===== src/rtl/rob_cdb_sink.sv =====
// rob_cdb_sink: reorder buffer on the receiving side of the common data bus.
// Dispatch allocates entries in program order at the tail, CDB broadcasts mark
// slots done out of order, and the head retires in order. A retiring taken
// branch flushes the whole buffer and presents a redirect PC.
//
// Handshakes: a transfer happens on a rising edge where both sides agree.
//   allocate : alloc_valid && alloc_ready  (alloc_valid while full is dropped)
//   retire   : commit_valid && commit_ready (commit_* hold stable while stalled)
//   capture  : cdb_valid alone; the buffer never back-pressures the CDB.
// commit_pc is an extra head-PC output for commit/trace logic.
module rob_cdb_sink #(
    parameter int ROB_DEPTH = 16,
    parameter int IDX_W     = $clog2(ROB_DEPTH)
) (
    input  logic             clk,
    input  logic             rst_n,
    input  logic             alloc_valid,
    input  logic [4:0]       alloc_rd,
    input  logic [31:0]      alloc_pc,
    input  logic             alloc_is_br,
    output logic             alloc_ready,
    output logic [IDX_W-1:0] alloc_idx,
    input  logic             cdb_valid,
    input  logic [IDX_W-1:0] cdb_rob_idx,
    input  logic [31:0]      cdb_rd_v,
    input  logic             cdb_branch_taken,
    input  logic [31:0]      cdb_jump_pc,
    output logic             commit_valid,
    input  logic             commit_ready,
    output logic [IDX_W-1:0] commit_idx,
    output logic [4:0]       commit_rd,
    output logic [31:0]      commit_rd_v,
    output logic             commit_flush,
    output logic [31:0]      commit_redirect_pc,
    output logic [31:0]      commit_pc,
    output logic             empty,
    output logic [IDX_W:0]   count
);

    localparam logic [IDX_W:0] PTR_ONE = (IDX_W+1)'(1);

    // Pointers carry an extra wrap bit so full and empty are distinguishable.
    logic [IDX_W:0] head_q, head_d;
    logic [IDX_W:0] tail_q, tail_d;

    logic        valid_q [ROB_DEPTH];
    logic        done_q  [ROB_DEPTH];
    logic [4:0]  rd_q    [ROB_DEPTH];
    logic [31:0] pc_q    [ROB_DEPTH];
    logic        is_br_q [ROB_DEPTH];
    logic [31:0] rd_v_q  [ROB_DEPTH];
    logic        taken_q [ROB_DEPTH];
    logic [31:0] jpc_q   [ROB_DEPTH];

    logic [IDX_W-1:0] head_idx;
    logic [IDX_W-1:0] tail_idx;
    logic             full;
    logic             alloc_fire;
    logic             cdb_fire;
    logic             retire_fire;
    logic             flush_fire;

    assign head_idx = head_q[IDX_W-1:0];
    assign tail_idx = tail_q[IDX_W-1:0];
    assign full     = (head_idx == tail_idx) && (head_q[IDX_W] != tail_q[IDX_W]);

    assign alloc_ready = ~full;
    assign alloc_idx   = tail_idx;
    assign count       = tail_q - head_q;
    assign empty       = (tail_q == head_q);

    // Head offer: everything except the index is zeroed unless the head is done.
    assign commit_valid       = valid_q[head_idx] & done_q[head_idx];
    assign commit_idx         = head_idx;
    assign commit_rd          = commit_valid ? rd_q[head_idx]   : 5'd0;
    assign commit_rd_v        = commit_valid ? rd_v_q[head_idx] : 32'd0;
    assign commit_pc          = commit_valid ? pc_q[head_idx]   : 32'd0;
    assign commit_flush       = commit_valid & is_br_q[head_idx] & taken_q[head_idx];
    assign commit_redirect_pc = commit_valid ? jpc_q[head_idx]  : 32'd0;

    // Capture only into allocated, not-yet-done slots; stale and duplicate
    // broadcasts are dropped so the first result wins.
    assign alloc_fire  = alloc_valid & alloc_ready;
    assign cdb_fire    = cdb_valid & valid_q[cdb_rob_idx] & ~done_q[cdb_rob_idx];
    assign retire_fire = commit_valid & commit_ready;
    assign flush_fire  = retire_fire & commit_flush;

    // Pointer next-state: a retiring flush returns both pointers to zero.
    always_comb begin
        head_d = head_q;
        tail_d = tail_q;
        if (flush_fire) begin
            head_d = '0;
            tail_d = '0;
        end else begin
            if (alloc_fire)  tail_d = tail_q + PTR_ONE;
            if (retire_fire) head_d = head_q + PTR_ONE;
        end
    end

    // Pointer registers.
    always_ff @(posedge clk or negedge rst_n) begin
        if (!rst_n) begin
            head_q <= '0;
            tail_q <= '0;
        end else begin
            head_q <= head_d;
            tail_q <= tail_d;
        end
    end

    // Entry storage: allocate at tail, capture by CDB index, clear at head.
    // The three writes never collide: tail is unallocated unless full (no
    // allocate then), and a done head rejects captures.
    always_ff @(posedge clk or negedge rst_n) begin
        if (!rst_n) begin
            for (int i = 0; i < ROB_DEPTH; i++) begin
                valid_q[i] <= 1'b0;
                done_q[i]  <= 1'b0;
                rd_q[i]    <= 5'd0;
                pc_q[i]    <= 32'd0;
                is_br_q[i] <= 1'b0;
                rd_v_q[i]  <= 32'd0;
                taken_q[i] <= 1'b0;
                jpc_q[i]   <= 32'd0;
            end
        end else if (flush_fire) begin
            for (int i = 0; i < ROB_DEPTH; i++) begin
                valid_q[i] <= 1'b0;
                done_q[i]  <= 1'b0;
                rd_q[i]    <= 5'd0;
                pc_q[i]    <= 32'd0;
                is_br_q[i] <= 1'b0;
                rd_v_q[i]  <= 32'd0;
                taken_q[i] <= 1'b0;
                jpc_q[i]   <= 32'd0;
            end
        end else begin
            if (alloc_fire) begin
                valid_q[tail_idx] <= 1'b1;
                done_q[tail_idx]  <= 1'b0;
                rd_q[tail_idx]    <= alloc_rd;
                pc_q[tail_idx]    <= alloc_pc;
                is_br_q[tail_idx] <= alloc_is_br;
            end
            if (cdb_fire) begin
                done_q[cdb_rob_idx]  <= 1'b1;
                rd_v_q[cdb_rob_idx]  <= cdb_rd_v;
                taken_q[cdb_rob_idx] <= cdb_branch_taken;
                jpc_q[cdb_rob_idx]   <= cdb_jump_pc;
            end
            if (retire_fire) begin
                valid_q[head_idx] <= 1'b0;
                done_q[head_idx]  <= 1'b0;
            end
        end
    end

endmodule


===== config.mk =====
export PLATFORM = sky130hd
export DESIGN_NAME = rob_cdb_sink
export DESIGN_NICKNAME = d
export VERILOG_FILES = /design/src/rtl/rob_cdb_sink.sv
export SDC_FILE = /design/constraint.sdc
export NUM_CORES = 2
export LEC_CHECK = 0
export ABC_AREA = 1
export ABC_CLOCK_PERIOD_IN_PS = 3930
export CAP_MARGIN = 20
export CORE_ASPECT_RATIO = 1.1
export CORE_MARGIN = 3
export CORE_UTILIZATION = 50
export CTS_CLUSTER_SIZE = 14
export DETAILED_ROUTE_END_ITERATION = 16
export PLACE_DENSITY = 0.67
export SETUP_SLACK_MARGIN = 0.02
export SLEW_MARGIN = 20
export SYNTH_ARGS = -nofsm -noshare
export SYNTH_HDL_FRONTEND = slang
export SYNTH_SLANG_ARGS = --single-unit

===== constraint.sdc =====
create_clock -name clk -period 3.93 [get_ports clk]
set_input_delay 0.5895 -clock clk [delete_from_list [all_inputs] [get_ports clk]]
set_output_delay 0.5895 -clock clk [all_outputs]
set_load 0.05 [all_outputs]

==> results by group <==
Run status
  • Status: finished, final reports clean

Detailed routing
  • First drt pass iteration count: 8
  • Post-Route WL: 325,000 um
  • Initial DRC count: 11,600
  • Post-route antenna net violation count: 0
  • Post-DR wirelength/cell: 24.4 um
  • Via density: 6.36
  • DR vias: 84,700
  • Drt drc: 0

Synth
  • Synth top area share: 0.485
  • Mean post-synth cell area: 7.70 sq um
  • Largest cells by area after synthesis: dfrtp_1 (49%), nand3_1 (13%), nand2_1 (12%)
  • Post-Synth XOR/XNOR Area: 0.00101
  • Yosys cell types: 30
  • Main combinational cell family by area after synthesis: simple AND/OR/NAND/NOR gates
  • Simple-gate share of the synthesized area: 0.297
  • Sequential fraction of the synthesis area: 0.485
  • EDFF count, synth: 0
  • Post-synthesis compound-gate area fraction: 0.133
  • Multiplexer area fraction after synthesis: 0
  • Post-synth ARST share: 1.00
  • Synth Area in Adders: 0.00195
  • Most frequent cells after synthesis: nand2_1 (2,795), nand3_1 (2,217), dfrtp_1 (1,690)
  • Syn nets: 11,400
  • Most common cell in the netlist: nand2_1
  • Post-synthesis register bit count: 1,690
  • Gate count of the mapped netlist: 11,300
  • Mapped cell area: 87,100 sq um
  • Synth area leader: dfrtp_1
  • Synth Flop Type: dfrtp_1
  • Ys Warns: 0

STA
  • Slew @ Worst Pin: 1.20 ns
  • Final worst-path setup slack: 0.0550 ns
  • Worst Clk Skew: 0.0373 ns
  • Max Transition Viols Final: 0
  • Highest Clock Rate: 0.258 GHz
  • Min Tclk post-route: 3.88 ns
  • Relative slew slack: 0.200
  • Final worst path period share: 0.986
  • Unrepaired setup endpoints after global routing: true
  • Hold Violations, Final: 0
  • # setup viols final: 0

Floorplan
  • Die Wd: 404 um
  • Die Height: 444 um
  • Die footprint: 179,000 sq um
  • Initial core utilization: 0.504
  • CORE AREA: 173,000 sq um
  • Ports: 230
  • Num rows: 160

Clock tree
  • Root buffer cell: clkbuf_16
  • Sink Count: 1,690
  • Reg clk slew, reported paths: 0.06 ns
  • CTS max path bufs: 3
  • Worst-Skew Late Latency: 0.85 ns
  • Htree depth: 4
  • Total CTS buffers: 179
  • TritonCTS clock tree: built

Setup path
  • Crit path required time: 3.34 ns
  • CP Max Fanout: 29
  • CP Capture Type: output pin
  • Setup Crit Path Kind: reg -> out
  • CP Launch Type: flop
  • Arr. time, crit path: 3.29 ns

Layout
  • Post-route core utilization: 0.579
  • Layout cell share with drive strength beyond 1: 0.115
  • Area growth, synth to finish: 14.9%
  • Layout Nets: 11,000

Global route
  • First-pass GRT wire length: 491,000 um
  • GRT Overall Usage: 0.351
  • Vias in the first global route: 80,500
  • Largest net degree at the start of global routing: 229
  • Initial antenna violation count: 32
  • Grt total ovfl: 0

Job
  • Max-capacitance violation count: 0

Power and ir drop
  • Lkg Pwr: 0.0475 uW
  • Internal: 50,700 uW
  • Gate power share: 0.476
  • Pwr dens: 889 nW/um^2
  • Sw Share: 0.430
  • Sequential share of power: 0.332
  • Clk network pwr share: 0.192
  • Maximum vdd drop: 0.000617 V
  • Psw: 38,200 uW

Worst hold path
  • Hold crit path type: in -> async

Placement
  • Pre-CTS setup slack: 0.467 ns
  • Port Buffers: 229
  • Dpl hpwl: 171,000 um
  • Global placement routability congestion: 0.875
[routing by layer]
layer  GRT usage  up-vias  routed length [um]
li1            -    36900                   -
met1       0.460    41300              123000
met2       0.549     5322              149000
met3      0.0699     1076               34900
met4       0.189        2               18000
met5           0        -                  18
[critical path: stages (launching register included)]
cell and delay [ns]:
dfrtp_4 0.58, inv_16 0.20, buf_16 0.25, buf_4 0.27
nand2_1 0.07, a22oi_1 0.26, o21ai_0 0.15, nor3_2 0.38
buf_12 0.19
[logic make-up (layout without fill, tap and decap cells)]
kind of cell,Yosys count,after routing
other,0,31
AND/OR/NAND/NOR,5819,5820
XOR/XNOR,10,10
AO/OA/AOI/OAI,2097,2097
flip-flops,1690,1690
buffers and inverters,1690,1380
adder cells (fa/ha/maj),13,13
[final timing paths]
path | endpoint | cells past startpoint | slack, ns | startpoint
worst max-delay path | commit_redirect_pc[30] | 8 | 0.05 | head_q[0]$_DFFE_PN0P_
worst min-delay path | pc_q[329]$_DFFE_PN0P_ | 2 | 0.32 | rst_n
worst max register to register | rd_q[23]$_DFFE_PN0P_ | 12 | 0.32 | head_q[0]$_DFFE_PN0P_
worst min register to register | rd_v_q[167]$_DFFE_PN0P_ | 2 | 0.51 | rd_v_q[167]$_DFFE_PN0P_
max in group asynchronous | rd_v_q[278]$_DFFE_PN0P_ | 3 | 2.10 | rst_n
min in group clk | rd_v_q[167]$_DFFE_PN0P_ | 2 | 0.51 | rd_v_q[167]$_DFFE_PN0P_
[power groups by stage]
| stage | clock network (uW) | logic, uW | registers (uW) |
|---|---|---|---|
| 6_report | 17100 | 42400 | 29500 |
| 5_1_grt | 17900 | 45700 | 30300 |
| 4_1_cts | 17200 | 40600 | 29300 |
| 3_5_place_dp | 0 | 38500 | 29600 |
| 3_3_place_gp | 0 | 37800 | 29300 |
| 2_1_floorplan | 0 | 25900 | 28400 |
[cell type report]
type	instances	area (sq um)
diodes	31	77.6
clock buffers	277	5280
clock inverters	51	561
fillers	15500	72900
inverters	436	1710
multi-input cells	7940	38600
flip-flops and latches	1690	42300
well taps	2268	2840
repair buffers	614	8650
repair inverters	2	38.8
[flip-flops by register name (all words and copies together) (netlist names)]
register / count
is_br_q: 16
tail_q: 5
jpc_q: 512
head_q: 5
taken_q: 16
rd_v_q: 512
rd_q: 80
pc_q: 512
valid_q: 16
done_q: 16
[cell usage in the layout, fill, tap and decap left out, types with 43 or more instances in the layout]
cell / count
a21oi_1: 1181
a22oi_1: 128
a32o_1: 128
buf_12: 213
buf_4: 215
clkbuf_1: 55
clkbuf_16: 190
clkbuf_8: 43
clkdlybuf4s50_1: 119
dfrtp_1: 1687
inv_1: 411
nand2_1: 2788
nand3_1: 2196
nand4_1: 130
nor2_1: 246
nor3_2: 53
o21ai_0: 587
or2_2: 342
[what timing repair did]
action,in CTS,in global routing
buffers inserted,12,2
hold buffers,1,0
hold endpoints to repair,49,0
gates cloned,17,12
endpoints found under the setup margin,103,89
pin swaps,3,7
gates resized for setup,106,73
[metrics by stage]
stage / setup TNS, ns / std cells / hold slack (ns) / area, sq um / total power, uW
2_1_floorplan: 0 / 11300 / 0.294 / 87100 / 54300
3_3_place_gp: 0 / 12900 / 0.489 / 92400 / 67100
3_5_place_dp: 0 / 12900 / 0.494 / 92400 / 68100
4_1_cts: -0.0538 / 13300 / 0.358 / 99400 / 87100
5_1_grt: -0.00432 / 13300 / 0.406 / 100000 / 93900
6_report: 0 / 13300 / 0.319 / 100000 / 88900
(Power assumes the default switching activity.)
